<file path="config.mk">
export PLATFORM = sky130hd
export DESIGN_NAME = pmic_multiphase
export DESIGN_NICKNAME = d
export VERILOG_FILES = /design/src/rtl/pmic_pkg.sv /design/src/rtl/pmic_phase.sv /design/src/rtl/pmic_multiphase.sv
export SDC_FILE = /design/constraint.sdc
export NUM_CORES = 1
export LEC_CHECK = 0
export ABC_CLOCK_PERIOD_IN_PS = 2600
export BUFFER_PORTS_ARGS = -buffer_cell sky130_fd_sc_hd__clkbuf_2
export CAP_MARGIN = 20
export CORE_ASPECT_RATIO = 1.2
export CORE_MARGIN = 10
export CORE_UTILIZATION = 35
export DETAILED_ROUTE_END_ITERATION = 6
export HOLD_SLACK_MARGIN = 0.06
export SLEW_MARGIN = 20
export SYNTH_ARGS = -nofsm -noshare
export SYNTH_HDL_FRONTEND = slang
export SYNTH_SLANG_ARGS = --single-unit
</file>
<file path="constraint.sdc">
create_clock -name clk -period 2.6 [get_ports clk]
set_input_delay 0.52 -clock clk [delete_from_list [all_inputs] [get_ports clk]]
set_output_delay 0.52 -clock clk [all_outputs]
set_load 0.01 [all_outputs]
</file>
<file path="src/rtl/pmic_pkg.sv">
// Shared types and constants for the multiphase PMIC controller.
package pmic_pkg;

  typedef enum logic [2:0] {
    IDLE,
    START,
    WAIT_BUSY,
    WAIT_DONE,
    READ,
    UPDATE
  } adcState_t;

  localparam int unsigned BUSY_TIMEOUT = 64;
  localparam int unsigned READ_CYCLES  = 2;
  localparam int unsigned TIMER_W      = 7;

  // Counter offset that interleaves phase p evenly across the PWM period.
  function automatic int unsigned phaseOffset(input int unsigned width,
                                              input int unsigned phases,
                                              input int unsigned p);
    return (p << width) / phases;
  endfunction

endpackage

</file>
<file path="src/rtl/pmic_phase.sv">
// One power phase: PWM compare, dead-time insertion and HS/LS gate drive.
module pmic_phase
  import pmic_pkg::*;
#(
  parameter int          WIDTH    = 8,
  parameter int unsigned OFFSET   = 0,
  parameter int          DEADTIME = 2
) (
  input  logic             clk,
  input  logic             reset,
  input  logic             tick,
  input  logic             kill,
  input  logic [WIDTH-1:0] counter,
  input  logic [WIDTH-1:0] duty,
  output logic             syncRectifierHs,
  output logic             syncRectifierLs
);

  logic [WIDTH-1:0] compare;
  logic [WIDTH-1:0] deadCnt;
  logic             hsReq;
  logic             reqQ;
  logic             hsQ;
  logic             lsQ;

  assign compare = counter + WIDTH'(OFFSET);
  assign hsReq   = compare < duty;

  // Both sides are idle (after reset or a kill) are treated like a request
  // edge, so the phase always re-enters through a full dead-time gap.
  always_ff @(posedge clk or posedge reset) begin
    if (reset) begin
      reqQ    <= 1'b0;
      deadCnt <= '0;
      hsQ     <= 1'b0;
      lsQ     <= 1'b0;
    end else if (kill) begin
      deadCnt <= '0;
      hsQ     <= 1'b0;
      lsQ     <= 1'b0;
    end else if (tick) begin
      if ((hsReq != reqQ) || (!hsQ && !lsQ && deadCnt == '0)) begin
        reqQ <= hsReq;
        if (DEADTIME == 0) begin
          hsQ <= hsReq;
          lsQ <= !hsReq;
        end else begin
          hsQ     <= 1'b0;
          lsQ     <= 1'b0;
          deadCnt <= WIDTH'(DEADTIME);
        end
      end else if (deadCnt != '0) begin
        deadCnt <= deadCnt - 1'b1;
        if (deadCnt == WIDTH'(1)) begin
          hsQ <= reqQ;
          lsQ <= !reqQ;
        end
      end
    end
  end

  // Kill masks the drive combinationally so gates drop in the same cycle.
  assign syncRectifierHs = hsQ & ~kill;
  assign syncRectifierLs = lsQ & ~kill;

endmodule

</file>
<file path="src/rtl/pmic_multiphase.sv">
// Multiphase buck controller: PWM timebase, ADC sequencing, duty regulation.
module pmic_multiphase
  import pmic_pkg::*;
#(
  parameter int WIDTH    = 8,
  parameter int PHASES   = 2,
  parameter int DIV      = 4,
  parameter int DEADTIME = 2,
  parameter int DMAX     = (1 << WIDTH) - 16,
  parameter int OVP      = (1 << WIDTH) - 8
) (
  input  logic              clk,
  input  logic              reset,
  input  logic              enable,
  input  logic              busy,
  input  logic [WIDTH-1:0]  adcVoltage,
  input  logic [WIDTH-1:0]  vref,
  output logic              convStart,
  output logic              rd_cs,
  output logic [PHASES-1:0] syncRectifierHs,
  output logic [PHASES-1:0] syncRectifierLs,
  output logic [WIDTH-1:0]  duty,
  output logic              fault
);

  localparam int               DIV_W     = $clog2(DIV);
  localparam logic [WIDTH-1:0] DMAX_CODE = WIDTH'(DMAX);
  localparam logic [WIDTH-1:0] OVP_CODE  = WIDTH'(OVP);

  logic [DIV_W-1:0]   divCnt;
  logic               tick;
  logic [WIDTH-1:0]   counter;
  logic               wrap;
  logic               kill;
  adcState_t          state;
  adcState_t          stateNext;
  logic [TIMER_W-1:0] timer;
  logic               timeoutHit;
  logic               readLast;
  logic [WIDTH-1:0]   sample;
  logic [WIDTH-1:0]   dutyNext;

  assign tick       = divCnt == DIV_W'(DIV - 1);
  assign wrap       = tick && (counter == '1);
  assign kill       = fault | ~enable;
  assign timeoutHit = timer == TIMER_W'(BUSY_TIMEOUT - 1);
  assign readLast   = timer == TIMER_W'(READ_CYCLES - 1);

  // Clock-enable divider and free-running PWM counter.
  always_ff @(posedge clk or posedge reset) begin
    if (reset) begin
      divCnt  <= '0;
      counter <= '0;
    end else begin
      divCnt <= tick ? '0 : divCnt + 1'b1;
      if (tick) counter <= counter + 1'b1;
    end
  end

  // ADC state register, per-state cycle timer, sample, duty and fault.
  always_ff @(posedge clk or posedge reset) begin
    if (reset) begin
      state    <= IDLE;
      timer    <= '0;
      sample   <= '0;
      duty     <= '0;
      dutyNext <= '0;
      fault    <= 1'b0;
    end else begin
      state <= stateNext;
      timer <= (stateNext != state) ? '0 : timer + 1'b1;
      if (state == READ && readLast) sample <= adcVoltage;
      if (!enable) begin
        fault    <= 1'b0;
        duty     <= '0;
        dutyNext <= '0;
      end else begin
        if (wrap) duty <= dutyNext;
        if (state == WAIT_BUSY && !busy && timeoutHit) fault <= 1'b1;
        if (state == UPDATE) begin
          if (sample >= OVP_CODE) begin
            fault    <= 1'b1;
            duty     <= '0;
            dutyNext <= '0;
          end else if (sample < vref) begin
            dutyNext <= (dutyNext >= DMAX_CODE) ? DMAX_CODE : dutyNext + 1'b1;
          end else if (sample > vref) begin
            dutyNext <= (dutyNext == '0) ? '0 : dutyNext - 1'b1;
          end
        end
      end
    end
  end

  // ADC sequencing next-state and strobes.
  always_comb begin
    stateNext = state;
    convStart = 1'b0;
    rd_cs     = 1'b1;
    if (!enable) begin
      stateNext = IDLE;
    end else begin
      case (state)
        IDLE:      if (wrap && !fault) stateNext = START;
        START: begin
          convStart = 1'b1;
          stateNext = WAIT_BUSY;
        end
        WAIT_BUSY: begin
          if (busy)            stateNext = WAIT_DONE;
          else if (timeoutHit) stateNext = IDLE;
        end
        WAIT_DONE: if (!busy) stateNext = READ;
        READ: begin
          rd_cs = 1'b0;
          if (readLast) stateNext = UPDATE;
        end
        UPDATE:    stateNext = IDLE;
        default:   stateNext = IDLE;
      endcase
    end
  end

  for (genvar p = 0; p < PHASES; p++) begin : gPhase
    pmic_phase #(
      .WIDTH   (WIDTH),
      .OFFSET  (phaseOffset(WIDTH, PHASES, p)),
      .DEADTIME(DEADTIME)
    ) uPhase (
      .clk            (clk),
      .reset          (reset),
      .tick           (tick),
      .kill           (kill),
      .counter        (counter),
      .duty           (duty),
      .syncRectifierHs(syncRectifierHs[p]),
      .syncRectifierLs(syncRectifierLs[p])
    );
  end

endmodule

</file>
======== Word level (Yosys, flattened, before mapping) ========
Index checks and enable logic that the tools add are counted.
operators by class
  $add $sub $neg .......................... 8
  $lt $le $gt $ge ......................... 6
  eq/ne operators ......................... 16
  muxes and demuxes ....................... 56
  bitwise gates (word level) .............. 7
  reduce and logical (&&, ||, !) cells .... 37
operator list
  kind                                                                    count
  8-bit two-way mux                                                       19
  1-bit two-way mux                                                       28
  8-bit logical NOT                                                       3
  8-bit < comparator                                                      3
  8-bit by 1-bit subtractor with 8-bit output (second input constant)     3
  3-bit two-way mux                                                       6
  8-bit by 1-bit adder with 8-bit output (second input constant)          2
  8-bit by 1-bit equality test with 1-bit output (second input constant)  2
  8-bit greater-or-equal comparator (second input constant)               2
  8-bit nonzero test                                                      2
  3-bit case mux with 5 select lines                                      1
  3-bit AND reduction                                                     4
  3-bit nonzero test                                                      4
  1-bit logical AND                                                       9
  8-bit adder (second input constant)                                     1
  8-bit equality test (second input constant)                             1
  8-bit greater-than comparator                                           1
  1-bit logical NOT                                                       8
  7-bit by 1-bit adder with 7-bit output (second input constant)          1
  7-bit by 1-bit equality test with 1-bit output (second input constant)  1
  7-bit by 6-bit equality test with 1-bit output (second input constant)  1
  7-bit two-way mux                                                       1
  3-bit by 2-bit equality test with 1-bit output (second input constant)  2
  3-bit equality test (second input constant)                             2
  15 further kinds                                                        23
word-level totals
  flip-flop bits (word level) ............. 67
  bits of input ports ..................... 20
  logic and storage cells ................. 146

======== Longest topological paths before layout ========
Gate-level depths: netlist (run 1).
  word-level depth ........................ 8
  depth in mapped cells ................... 9
  mapped depth without buffers ............ 8

======== By module ========
From an unflattened synthesis (run 1), not the netlist that was laid out.
second synthesis, totals
  cell total of the unflattened synthesis .. 500
  area, all modules ....................... 4,574.4 sq um
modules (own cells, without submodules)
  module                          times used  cells an instance  area an instance (sq um)  sequential area each (sq um)
  pmic_multiphase                 1           271                2,625.0                   1,126.1
  pmic_phase at gPhase[1].uPhase  1           118                989.7                     275.3
  pmic_phase at gPhase[0].uPhase  1           111                959.7                     275.3

======== Least setup slack after synthesis (run 1) ========
OpenSTA, ideal clock, no wires.
  path kind ............................... register to register
  start point ............................. reg duty[6]
  end point ............................... reg gPhase[0].uPhase.deadCnt[1]
  library setup time ...................... 119 ps
  arrival ................................. 2,076 ps
  path slack .............................. 406 ps
  stages on the path, launching flop included .. 10
  buffers on the path ..................... 1
  clock period less this slack ............ 2,194 ps
  cell sequence ........................... dfrtp_1 inv_1 ha_1 a21oi_1 a21oi_1 a311o_2 a311oi_2 buf_6 a21boi_0 o21a_1
on the way
  longest elaborated chain between the ends .. 6
  elaborated cells on any way between the ends .. 8
  those cells by class .................... 1 x order compare; 1 x eq/ne; 3 x mux; 3 x reduce/logical
RTL lines
  element                    RTL line               RTL
  from (decl)                pmic_multiphase.sv:22  output logic [WIDTH-1:0] duty,
  from (signal assigned)     pmic_multiphase.sv:78  if (wrap) duty <= dutyNext;
  8-bit < comparator (*)     pmic_phase.sv:27       assign hsReq = compare < duty;
  1-bit inequality test (*)  pmic_phase.sv:42       if ((hsReq != reqQ) || (!hsQ && !lsQ && deadCnt == '0)) begin
  1-bit logical OR (*)       pmic_phase.sv:42
  8-bit two-way mux          pmic_phase.sv:42
  8-bit two-way mux          pmic_phase.sv:41       end else if (tick) begin
  8-bit two-way mux          pmic_phase.sv:37       end else if (kill) begin
  to (signal assigned)       pmic_phase.sv:50       deadCnt <= WIDTH'(DEADTIME);
  to (signal assigned)       pmic_phase.sv:53       deadCnt <= deadCnt - 1'b1;
  to (decl)                  pmic_phase.sv:20       logic [WIDTH-1:0] deadCnt;
Every way passes the cells marked *; elsewhere a longest branch is shown, timed or not. The select of a mux whose other input is x is not followed.
A chain may end at the register's enable or synchronous reset.

======== Worst setup path after layout (run 1) ========
  start point ............................. reg counter[6]
  end point ............................... reg gPhase[0].uPhase.deadCnt[2]
on the way
  longest elaborated chain between the ends .. 6
  elaborated cells on any way between the ends .. 8
  those cells by class .................... 1 x order compare; 1 x eq/ne; 3 x mux; 3 x reduce/logical
RTL lines
  element                    RTL line               RTL
  from (decl)                pmic_multiphase.sv:32  logic [WIDTH-1:0] counter;
  from (signal assigned)     pmic_multiphase.sv:56  if (tick) counter <= counter + 1'b1;
  8-bit < comparator (*)     pmic_phase.sv:27
  1-bit inequality test (*)  pmic_phase.sv:42
  1-bit logical OR (*)       pmic_phase.sv:42
  8-bit two-way mux          pmic_phase.sv:42
  8-bit two-way mux          pmic_phase.sv:41
  8-bit two-way mux          pmic_phase.sv:37
Marked as above.

==> impl_metrics.yaml, run 1 <==
global_route:
  grt_pass1_wl_um: 16270
  overflow: 0
  grt_pass1_vias: 3603
  grt_use_total_pct: 11.54
  grt_start_max_net_pins: 42
  antenna_found_initial: 0
power_and_ir_drop:
  p_sw_w: 0.0007962
  clkPwrFrac_pct: 41.4
  swShare_pct: 27.34
  p_leak_nw: 2.246
  ir_drop_mv: 0.3500
  pwr-share-seq_pct: 41.6
  comb_power_share_pct: 17.0
  internal_power_w: 0.002116
  power_density_nw_per_um2: 593.7
clock_tree:
  clock-root-buffer: "clkbuf_16"
  cts_hold_buf: 0
  numClockSinks: 67
  cts_tree: "yes"
  path_clk_slew_ns: 0.05
  postCtsSetupBuffers: 0
  cts_buffers: 9
  h-tree-depth: 3
  cts_buffer_depth: 2
  clk_latency_ns: 0.33
place:
  portBuffers: 34
  dp_hpwl_um: 7303
  finalWeightedCongestion: 0.8343
timing:
  rsz0062_at_grt: "false"
  tns_ns: 0
  final_max_slew_viol_count: 0
  fmax_mhz: 422.2
  period_share_pct: 91.09
  tightest_slew_ns: 0.6211
  hold_viol: 0
  timing.max_slew.rel_slack_pct: 58.54
  setup_viol: 0
  skew_ns: 0.002704
  hold_ws_ns: 0.2518
  fin_crit_ns: 2.368
synthesis:
  synth_mux_area_share_pct: 5.272
  synth-main-ff-cell: "dfrtp_1"
  synth_top_family_by_area: "simple AND/OR/NAND/NOR gates"
  synth_area_um2: 4248
  yosys_warnings: 0
  ys_ff_latch: 67
  synth_cell_types: 59
  synth_simple_gate_area_share_pct: 20.50
  netlist_instances: 477
  synth_edf_count: 0
  yosysTopAreaCell: "dfrtp_1"
  syn_avg_cell_area_um2: 8.905
  syn_nets: 523
  synth_area_leaders: "dfrtp_1, ha_1, nor2_1"
  synth-compound-area-share_pct: 17.32
  seq_area_frac_synth_pct: 39.47
  async_flop_share_pct: 100.0
  synth-xor-area-share_pct: 3.711
  netlist.area_leader.share_pct: 39.47
  synth_adder_area_share_pct: 7.658
setup_path:
  cp_top_family: "compound AO/OA/AOI/OAI gates"
  cp_slowest_cell: "a311o_2"
  r2r_start: "counter[6]$_DFFE_PP0P_"
  cp-end-kind: "flop"
  r2r_slack_ns: 0.23
  worst-r2r-cell-count: 7
  worstPathArrival_ns: 2.60
  path_class: "reg -> reg"
  start_kind: "flop"
  slowest_delay_ns: 0.44
  worstPathRequired_ns: 2.83
  path_cells: "ha_1, nand3_1, a311o_2, a311oi_2, buf_4, nand2_1, o221ai_1"
  rr_endpoint: "gPhase[0].uPhase.deadCnt[2]$_DFFE_PP0P_"
  cp_max_fo: 13
  cp_num_buf_inv: 1
cells_and_area:
  synthToLayoutAreaGrowth_pct: 15.49
  drive_above_1_share_pct: 15.83
  diodes: 0
  layout_common_cells: "dfrtp_1, nor2_1, inv_1"
  fin_nets: 560
  final_common_cell: "dfrtp_1"
routing:
  wl_per_cell_um: 13.95
  ant_nets: 0
  initialDrtViolationCount: 117
  vias_per_cell: 5.246
  vias: 3562
  wl_um: 9469
  drc_errors: 0
  firstDrtPassIters: 4
die:
  die-height_um: 140.7
  fp.dieArea_um2: 16960
  num_rows: 44
  chipWidth_um: 120.6
  ios: 35
  core_area_um2: 12000
  start_util_pct: 35.39
run:
  cap_violations: 0
outcome:
  status: "complete, no violations"
hold_path:
  hold_path.class: "in -> async"
area by class of cell:
cell class | count | area (um2)
clock buffer | 13 | 260.3
timing repair buffer | 43 | 250.2
inverter | 44 | 165.2
tap | 161 | 201.4
multi-input combinational | 349 | 2317
fill | 1243 | 7096
clock inverter | 2 | 35.03
sequential | 67 | 1677
state kept, by name, indices dropped and copies added, names as in the netlist:
name and cells:
gPhase.uPhase.lsQ 2, sample 8, state 3, dutyNext 8, duty 8, gPhase.uPhase.deadCnt 16
counter 8, fault 1, gPhase.uPhase.hsQ 2, timer 7, divCnt 2, gPhase.uPhase.reqQ 2
synthesized netlist by cell type (all sizes together), types with 2 or more instances:
library cell and count:
nand2 38, mux2 11, or2 3, and3 7, o22ai 3, a21o 6
mux2i 10, o31a 3, o2bb2ai 3, a21boi 5, nand3 27, nor3 11
a31oi 4, ha 26, a21bo 3, dfrtp 67, xnor2 10, xor2 8
clkbuf 8, o32ai 3, inv 44, o221ai 4, nor2 48, and2 5
o31ai 3, nor2b 6, nand3b 3, a32o 2, o21a 2, a21oi 21
nor4 6, o21ai 25, or3 2, nand4 9, a22o 3, buf 9
a41oi 2, a311oi 2, nand2b 9, a311o 2, a2111oi 2, o211ai 3
nor3b 3
what timing repair did:
action,4_1_cts,5_1_grt
resized for setup,0,1
endpoints found under the hold margin,0,0
setup endpoints to repair,0,2
cell families (layout without fill, tap and decap cells):
logic type	after synthesis	after routing
AND/OR/NAND/NOR	178	178
multiplexers	21	21
AO/OA/AOI/OAI	106	106
adder cells (fa/ha/maj)	26	26
buffers and inverters	61	102
XOR/XNOR	18	18
flip-flops	67	67
routing by layer:
layer  GRT usage [%]  wire, um  share of wire (%)
met1           12.29      3921                 41
met2           19.93      4818                 51
met3           3.755       513                5.4
met4           5.852       216                2.3
met5               0         0                  0
power by group through the flow:
stage	registers, W	clock network [W]	logic (W)
floorplan	0.00117	0	0.000428
global placement	0.00123	0	0.000486
detailed placement	0.00123	0	0.000497
CTS	0.00121	0.00124	0.000500
global route	0.00122	0.00130	0.000569
finish	0.00121	0.00121	0.000496
through the flow:
step / cells / setup slack (ns) / total power [W] / area [um2] / util (%)
after floorplan: 477 / 0.3968 / 0.001600 / 4248 / -
after global placement: 664 / 0.1147 / 0.001712 / 4607 / 38.39
after detailed placement: 664 / 0.05951 / 0.001726 / 4607 / 38.39
after CTS: 679 / 0.2064 / 0.002949 / 4902 / 40.85
after global routing: 679 / 0.02819 / 0.003088 / 4906 / 40.88
final: 679 / 0.2316 / 0.002912 / 4906 / 40.88
worst max path at each step:
stage                           start                                       to  cells past startpoint
5_1_grt             duty[5]$_DFF_PP0_         gPhase[1].uPhase.lsQ$_DFFE_PP0P_                      8
6_report       counter[6]$_DFFE_PP0P_  gPhase[0].uPhase.deadCnt[2]$_DFFE_PP0P_                      7
2_1_floorplan                   reset                   counter[0]$_DFFE_PP0P_                      1
3_3_place_gp                  vref[1]                  dutyNext[7]$_DFFE_PP0P_                      9
3_5_place_dp                  vref[1]                  dutyNext[7]$_DFFE_PP0P_                      9
4_1_cts             duty[5]$_DFF_PP0_  gPhase[0].uPhase.deadCnt[2]$_DFFE_PP0P_                      9
Note: power is estimated with default switching activity, not from simulation.
==> inputs of run 2 (changes only) <==
--- a/config.mk
+++ b/config.mk
@@ -10,10 +10,11 @@
 export CAP_MARGIN = 20
 export CORE_ASPECT_RATIO = 1.2
 export CORE_MARGIN = 10
-export CORE_UTILIZATION = 35
+export CORE_UTILIZATION = 27
 export DETAILED_ROUTE_END_ITERATION = 6
 export HOLD_SLACK_MARGIN = 0.06
 export SLEW_MARGIN = 20
 export SYNTH_ARGS = -nofsm -noshare
 export SYNTH_HDL_FRONTEND = slang
+export SYNTH_HIERARCHICAL = 1
 export SYNTH_SLANG_ARGS = --single-unit
==> impl_metrics.yaml, run 2 <==
setup_path:
  path_class: "reg -> reg"
  r2r_slack_ns: 0.22
  worstPathArrival_ns: 2.65
  r2r_start: "duty[2]$_DFF_PP0_"
  rr_endpoint: "gPhase[0].uPhase/deadCnt[5]$_DFFE_PP0P_"
  cp-end-kind: "flop"
  cp_slowest_cell: "dfrtp_1"
  worst-r2r-cell-count: 9
  slowest_delay_ns: 0.39
  path_cells: "inv_1, ha_1, a211o_1, a31oi_1, o211a_2, mux2i_1, buf_4, or3_1, o21ai_1"
  cp_max_fo: 7
  worstPathRequired_ns: 2.86
  start_kind: "flop"
synthesis:
  yosysTopAreaCell: "dfrtp_1"
  async_flop_share_pct: 100.0
  synth-main-ff-cell: "dfrtp_1"
  syn_avg_cell_area_um2: 9.149
  synth_area_um2: 4574
  ys_top_cells_by_count: "dfrtp_1, inv_1, nor2_1"
  synth.most_common_cell: "dfrtp_1"
  ys_ff_latch: 67
  synth_edf_count: 0
  synth_area_leaders: "dfrtp_1, ha_1, inv_1"
  synth_cell_types: 72
  netlist.area_leader.share_pct: 36.65
  yosys_warnings: 6
  syn_nets: 554
  seq_area_frac_synth_pct: 36.65
  netlist_instances: 500
power_and_ir_drop:
  p_leak_nw: 2.445
  p_sw_w: 0.0006864
  internal_power_w: 0.002113
  power_density_nw_per_um2: 520.7
  pwr-share-seq_pct: 41.0
  ir_drop_mv: 0.3331
  clkPwrFrac_pct: 48.0
  fin_total_pwr_w: 0.002800
  swShare_pct: 24.52
  comb_power_share_pct: 10.9
cells_and_area:
  layout_common_cells: "dfrtp_1, inv_1, nor2_1"
  final_common_cell: "dfrtp_1"
  drive_above_1_share_pct: 19.06
  final_area_um2: 5376
  diodes: 0
  largest_register_ffs: 16
  synthToLayoutAreaGrowth_pct: 17.53
  fin_nets: 600
  largest_register: "gPhase.uPhase/deadCnt"
routing:
  ant_nets: 0
  initialDrtViolationCount: 221
  vias_per_cell: 4.889
  drc_errors: 0
  firstDrtPassIters: 4
  wl_um: 10600
  wl_per_cell_um: 13.82
  vias: 3750
run:
  cap_violations: 0
die:
  die-height_um: 162.6
  chipWidth_um: 138.8
  core_area_um2: 16790
  start_util_pct: 27.25
  fp.dieArea_um2: 22570
  num_rows: 52
  ios: 35
outcome:
  status: "complete, no violations"
clock_tree:
  path_clk_slew_ns: 0.06
  cts_tree: "yes"
  clock-root-buffer: "clkbuf_16"
  postCtsSetupBuffers: 0
  cts_buffers: 9
  numClockSinks: 67
  h-tree-depth: 3
  cts_buffer_depth: 2
  clk_latency_ns: 0.34
timing:
  fmax_mhz: 419.3
  tightest_slew_ns: 0.5750
  hold_viol: 0
  tns_ns: 0
  period_share_pct: 91.73
  setup_viol: 0
  skew_ns: 0.008188
  final_max_slew_viol_count: 0
  fin_crit_ns: 2.385
  rsz0062_at_grt: "false"
  timing.max_slew.rel_slack_pct: 61.41
place:
  placed_cell_area_um2: 5047
  portBuffers: 34
  finalWeightedCongestion: 0.8560
  dp_hpwl_um: 7980
hold_path:
  hold_path.class: "in -> async"
global_route:
  grt_start_max_net_pins: 46
  grt_pass1_vias: 3742
  antenna_found_initial: 0
  grt_pass1_wl_um: 18340
  overflow: 0
  grt_use_total_pct: 9.710
## run 2: cell types whose count changed in the layout (fill, tap and decap cells not counted), sizes merged, moves of 6 or more
cell   before  now
nand4       9   16
or3         2   13
o21ai      25   16
buf         9   18
ha         26   34
mux2i      10   16
inv        44   56
## run 2: through the flow
| step | worst slack (ns) | std cells | util (%) | hold WS (ns) |
|---|---|---|---|---|
| 5_1_grt | 0.01121 | 767 | 32.03 | 0.2310 |
| 6_report | 0.2151 | 767 | 32.03 | 0.2164 |
| 4_1_cts | 0.1831 | 767 | 32.03 | 0.2184 |
| 3_3_place_gp | 0.1977 | 751 | 30.07 | 0.4163 |
| 3_5_place_dp | 0.1809 | 751 | 30.07 | 0.4282 |
| 2_1_floorplan | 0.2503 | 500 | - | 0.3724 |
## run 2: worst max path at each step
stage | from | to | cells past startpoint
global route | duty[2]$_DFF_PP0_ | gPhase[0].uPhase/deadCnt[7]$_DFFE_PP0P_ | 9
detailed placement | vref[1] | dutyNext[5]$_DFFE_PP0P_ | 8
global placement | vref[1] | dutyNext[5]$_DFFE_PP0P_ | 8
CTS | duty[2]$_DFF_PP0_ | gPhase[0].uPhase/deadCnt[5]$_DFFE_PP0P_ | 9
finish | duty[2]$_DFF_PP0_ | gPhase[0].uPhase/deadCnt[5]$_DFFE_PP0P_ | 9
floorplan | vref[7] | dutyNext[5]$_DFFE_PP0P_ | 8
## run 2: final cells by class
cell class	count	area, um2
inverters	56	210.2
multi-input cells	360	2585
repair buffers	52	305.3
fillers	1783	11410
clock inverters	4	72.57
clock buffers	12	256.5
flip-flops and latches	67	1677
well taps	216	270.3
## run 2: kinds of logic after synthesis
family	Yosys count	share of synthesized area [%]
simple gates	187	21.83
compound gates	94	15.51
buf+inv	73	6.838
flops	67	36.65
fa+ha+maj	34	9.300
mux	31	7.194
xor+xnor	14	2.681
## run 2: worst max-delay path: cells and delay by family, from the launching register on
kind	cells	cell delay, ns
adders and majority gates	1	0.30
muxes	1	0.10
AOI/OAI and AO/OA	4	0.94
and+or+nand+nor	1	0.34
DFF	1	0.39
buffers and inverters	2	0.23
## run 2: per-layer routing
| metal | wire length [um] | GRT usage (%) | share of wire (%) | up-vias |
|---|---|---|---|---|
| li1 | - | - | - | 1894 |
| met1 | 4599 | 11.21 | 43 | 1770 |
| met2 | 5131 | 15.83 | 48 | 74 |
| met3 | 702 | 4.084 | 6.6 | 12 |
| met4 | 169 | 3.419 | 1.6 | 0 |
| met5 | 0 | 0 | 0 | - |
## run 2: power groups by stage
| stage | logic [W] | clock network (W) | registers [W] |
|---|---|---|---|
| final | 0.000307 | 0.00135 | 0.00115 |
| after global routing | 0.000348 | 0.00143 | 0.00116 |
| after CTS | 0.000311 | 0.00138 | 0.00115 |
| after detailed placement | 0.000311 | 0 | 0.00116 |
| after global placement | 0.000306 | 0 | 0.00116 |
| after floorplan | 0.000239 | 0 | 0.00115 |
## run 2: what timing repair did
item / CTS / global route
hold buffers: 0 / 0
setup endpoints to repair: 0 / 3
resized for setup: 0 / 1
hold endpoints to repair: 0 / 0
==> inputs of run 3 (changes only) <==
--- a/config.mk
+++ b/config.mk
@@ -5,7 +5,7 @@
 export SDC_FILE = /design/constraint.sdc
 export NUM_CORES = 1
 export LEC_CHECK = 0
-export ABC_CLOCK_PERIOD_IN_PS = 2600
+export ABC_CLOCK_PERIOD_IN_PS = 2810
 export BUFFER_PORTS_ARGS = -buffer_cell sky130_fd_sc_hd__clkbuf_2
 export CAP_MARGIN = 20
 export CORE_ASPECT_RATIO = 1.2
@@ -13,8 +13,7 @@
 export CORE_UTILIZATION = 27
 export DETAILED_ROUTE_END_ITERATION = 6
 export HOLD_SLACK_MARGIN = 0.06
-export SLEW_MARGIN = 20
+export SLEW_MARGIN = 30
 export SYNTH_ARGS = -nofsm -noshare
 export SYNTH_HDL_FRONTEND = slang
-export SYNTH_HIERARCHICAL = 1
 export SYNTH_SLANG_ARGS = --single-unit
==> constraint.sdc (replaced) <==
create_clock -name clk -period 2.81 [get_ports clk]
set_input_delay 0.562 -clock clk [delete_from_list [all_inputs] [get_ports clk]]
set_output_delay 0.562 -clock clk [all_outputs]
set_load 0.01 [all_outputs]
==> impl_metrics.yaml, run 3 (same netlist as run 1, synthesis figures left out) <==
outcome:
  status: "complete, no violations"
power_and_ir_drop:
  clkPwrFrac_pct: 43.9
  ir_drop_mv: 0.2952
  power_density_nw_per_um2: 566.6
  p_leak_nw: 2.244
  swShare_pct: 27.19
  pwr-share-seq_pct: 39.8
  internal_power_w: 0.002051
  comb_power_share_pct: 16.3
  p_sw_w: 0.0007659
setup_path:
  start_kind: "flop"
  path_class: "reg -> reg"
  cp_slowest_cell: "a2111oi_0"
  worstPathRequired_ns: 3.08
  startpoint: "counter[6]$_DFFE_PP0P_"
  r2r_start: "counter[6]$_DFFE_PP0P_"
  path_cells: "ha_1, and3_2, a2111oi_0, a311oi_1, a31oi_1, o21ai_0, a21bo_2"
  slowest_delay_ns: 0.48
  cp-end-kind: "flop"
  worstPathArrival_ns: 2.71
  cp_max_fo: 7
die:
  fp.dieArea_um2: 21170
  num_rows: 50
  start_util_pct: 27.38
  ios: 35
  core_area_um2: 15510
  die-height_um: 157.4
  chipWidth_um: 134.5
place:
  finalWeightedCongestion: 0.8843
  portBuffers: 34
  dp_hpwl_um: 7613
cells_and_area:
  diodes: 0
  synthToLayoutAreaGrowth_pct: 17.05
  largest_register: "gPhase.uPhase.deadCnt"
  fin_util_pct: 32.05
  final_common_cell: "dfrtp_1"
  fin_nets: 557
  drive_above_1_share_pct: 15.50
  final.fill_count: 1663
  largest_register_ffs: 16
  layout_common_cells: "dfrtp_1, nor2_1, inv_1"
routing:
  wl_met2_um: 5084
  drc_errors: 0
  wl_met3_um: 378
  top_layer: "met4"
  firstDrtPassIters: 5
  wl_per_cell_um: 13.82
  vias: 3534
  ant_nets: 0
  vias_per_cell: 4.881
  initialDrtViolationCount: 200
  drt-met1-wl_um: 4283
  wl_um: 10000
timing:
  fin_crit_ns: 2.441
  fmax_mhz: 409.7
  final_max_slew_viol_count: 0
  timing.max_slew.rel_slack_pct: 51.32
  setup_viol: 0
  skew_ns: 0.003563
  period_share_pct: 86.86
  tightest_slew_ns: 0.7291
  rsz0062_at_grt: "false"
  tns_ns: 0
  hold_viol: 0
clock_tree:
  clock-root-buffer: "clkbuf_16"
  cts_buffer_depth: 2
  path_clk_slew_ns: 0.06
  cts_resized: 0
  numClockSinks: 67
  cts_hold_buf: 0
  postCtsSetupBuffers: 0
  cts_tree: "yes"
  cts_buffers: 9
  clk_latency_ns: 0.33
  h-tree-depth: 3
global_route:
  grt_pass1_wl_um: 17480
  antenna_found_initial: 0
  overflow: 0
  grt_use_total_pct: 10.01
  grt_start_max_net_pins: 37
  grt_pass1_vias: 3640
hold_path:
  hold_path.class: "in -> async"
run:
  cap_violations: 0
==> run 3: per-stage QoR <==
step | instances | instance area [um2] | setup WS [ns] | power (W) | hold slack (ns)
global placement | 708 | 4643 | 0.4464 | 0.001583 | 0.4159
global route | 724 | 4972 | 0.1569 | 0.002971 | 0.3984
floorplan | 477 | 4248 | 0.5648 | 0.001480 | 0.4031
detailed placement | 708 | 4643 | 0.3819 | 0.001594 | 0.4286
CTS | 724 | 4972 | 0.3593 | 0.002860 | 0.3693
finish | 724 | 4972 | 0.3691 | 0.002817 | 0.3389
==> run 3: layer usage <==
layer / GRT usage (%) / vias up
met2: 17.26 / 80
met5: 0 / -
met3: 2.487 / 19
met4: 4.619 / 0
li1: - / 1758
met1: 11.38 / 1677
==> run 3: layout make-up <==
cell class	count	area (um2)	area share, %
Multi-Input combinational cell	349	2313	46.53
Sequential cell	67	1677	33.72
Tap cell	208	260.3	5.234
Clock buffer	12	256.5	5.159
Timing Repair Buffer	40	227.7	4.580
Inverter	44	165.2	3.322
Clock inverter	4	72.57	1.459
==> run 3: final timing paths <==
kind	end	slack, ns	cells after the start
hold reg to reg	divCnt[0]$_DFF_PP0_	0.43	1
max in group asynchronous	timer[1]$_DFF_PP0_	1.82	3
min in group clk	divCnt[0]$_DFF_PP0_	0.43	1
setup reg to reg	gPhase[1].uPhase.deadCnt[2]$_DFFE_PP0P_	0.37	7
hold / removal	fault$_DFF_PP0_	0.34	2
setup / recovery	gPhase[1].uPhase.deadCnt[2]$_DFFE_PP0P_	0.37	7
==> run 3: critical path: cells and delay by family, from the launching register on <==
kind,cells,cell delay (ns)
AOI/OAI and AO/OA,5,1.36
DFF,1,0.42
adders and majority gates,1,0.37
and+or+nand+nor,1,0.23
==> run 3: power by group through the flow <==
stage / Combinational (W) / Clock (W) / Sequential [W]
2_1_floorplan: 0.000396 / 0 / 0.00108
3_3_place_gp: 0.000447 / 0 / 0.00114
3_5_place_dp: 0.000456 / 0 / 0.00114
4_1_cts: 0.000460 / 0.00128 / 0.00112
5_1_grt: 0.000527 / 0.00131 / 0.00114
6_report: 0.000458 / 0.00124 / 0.00112
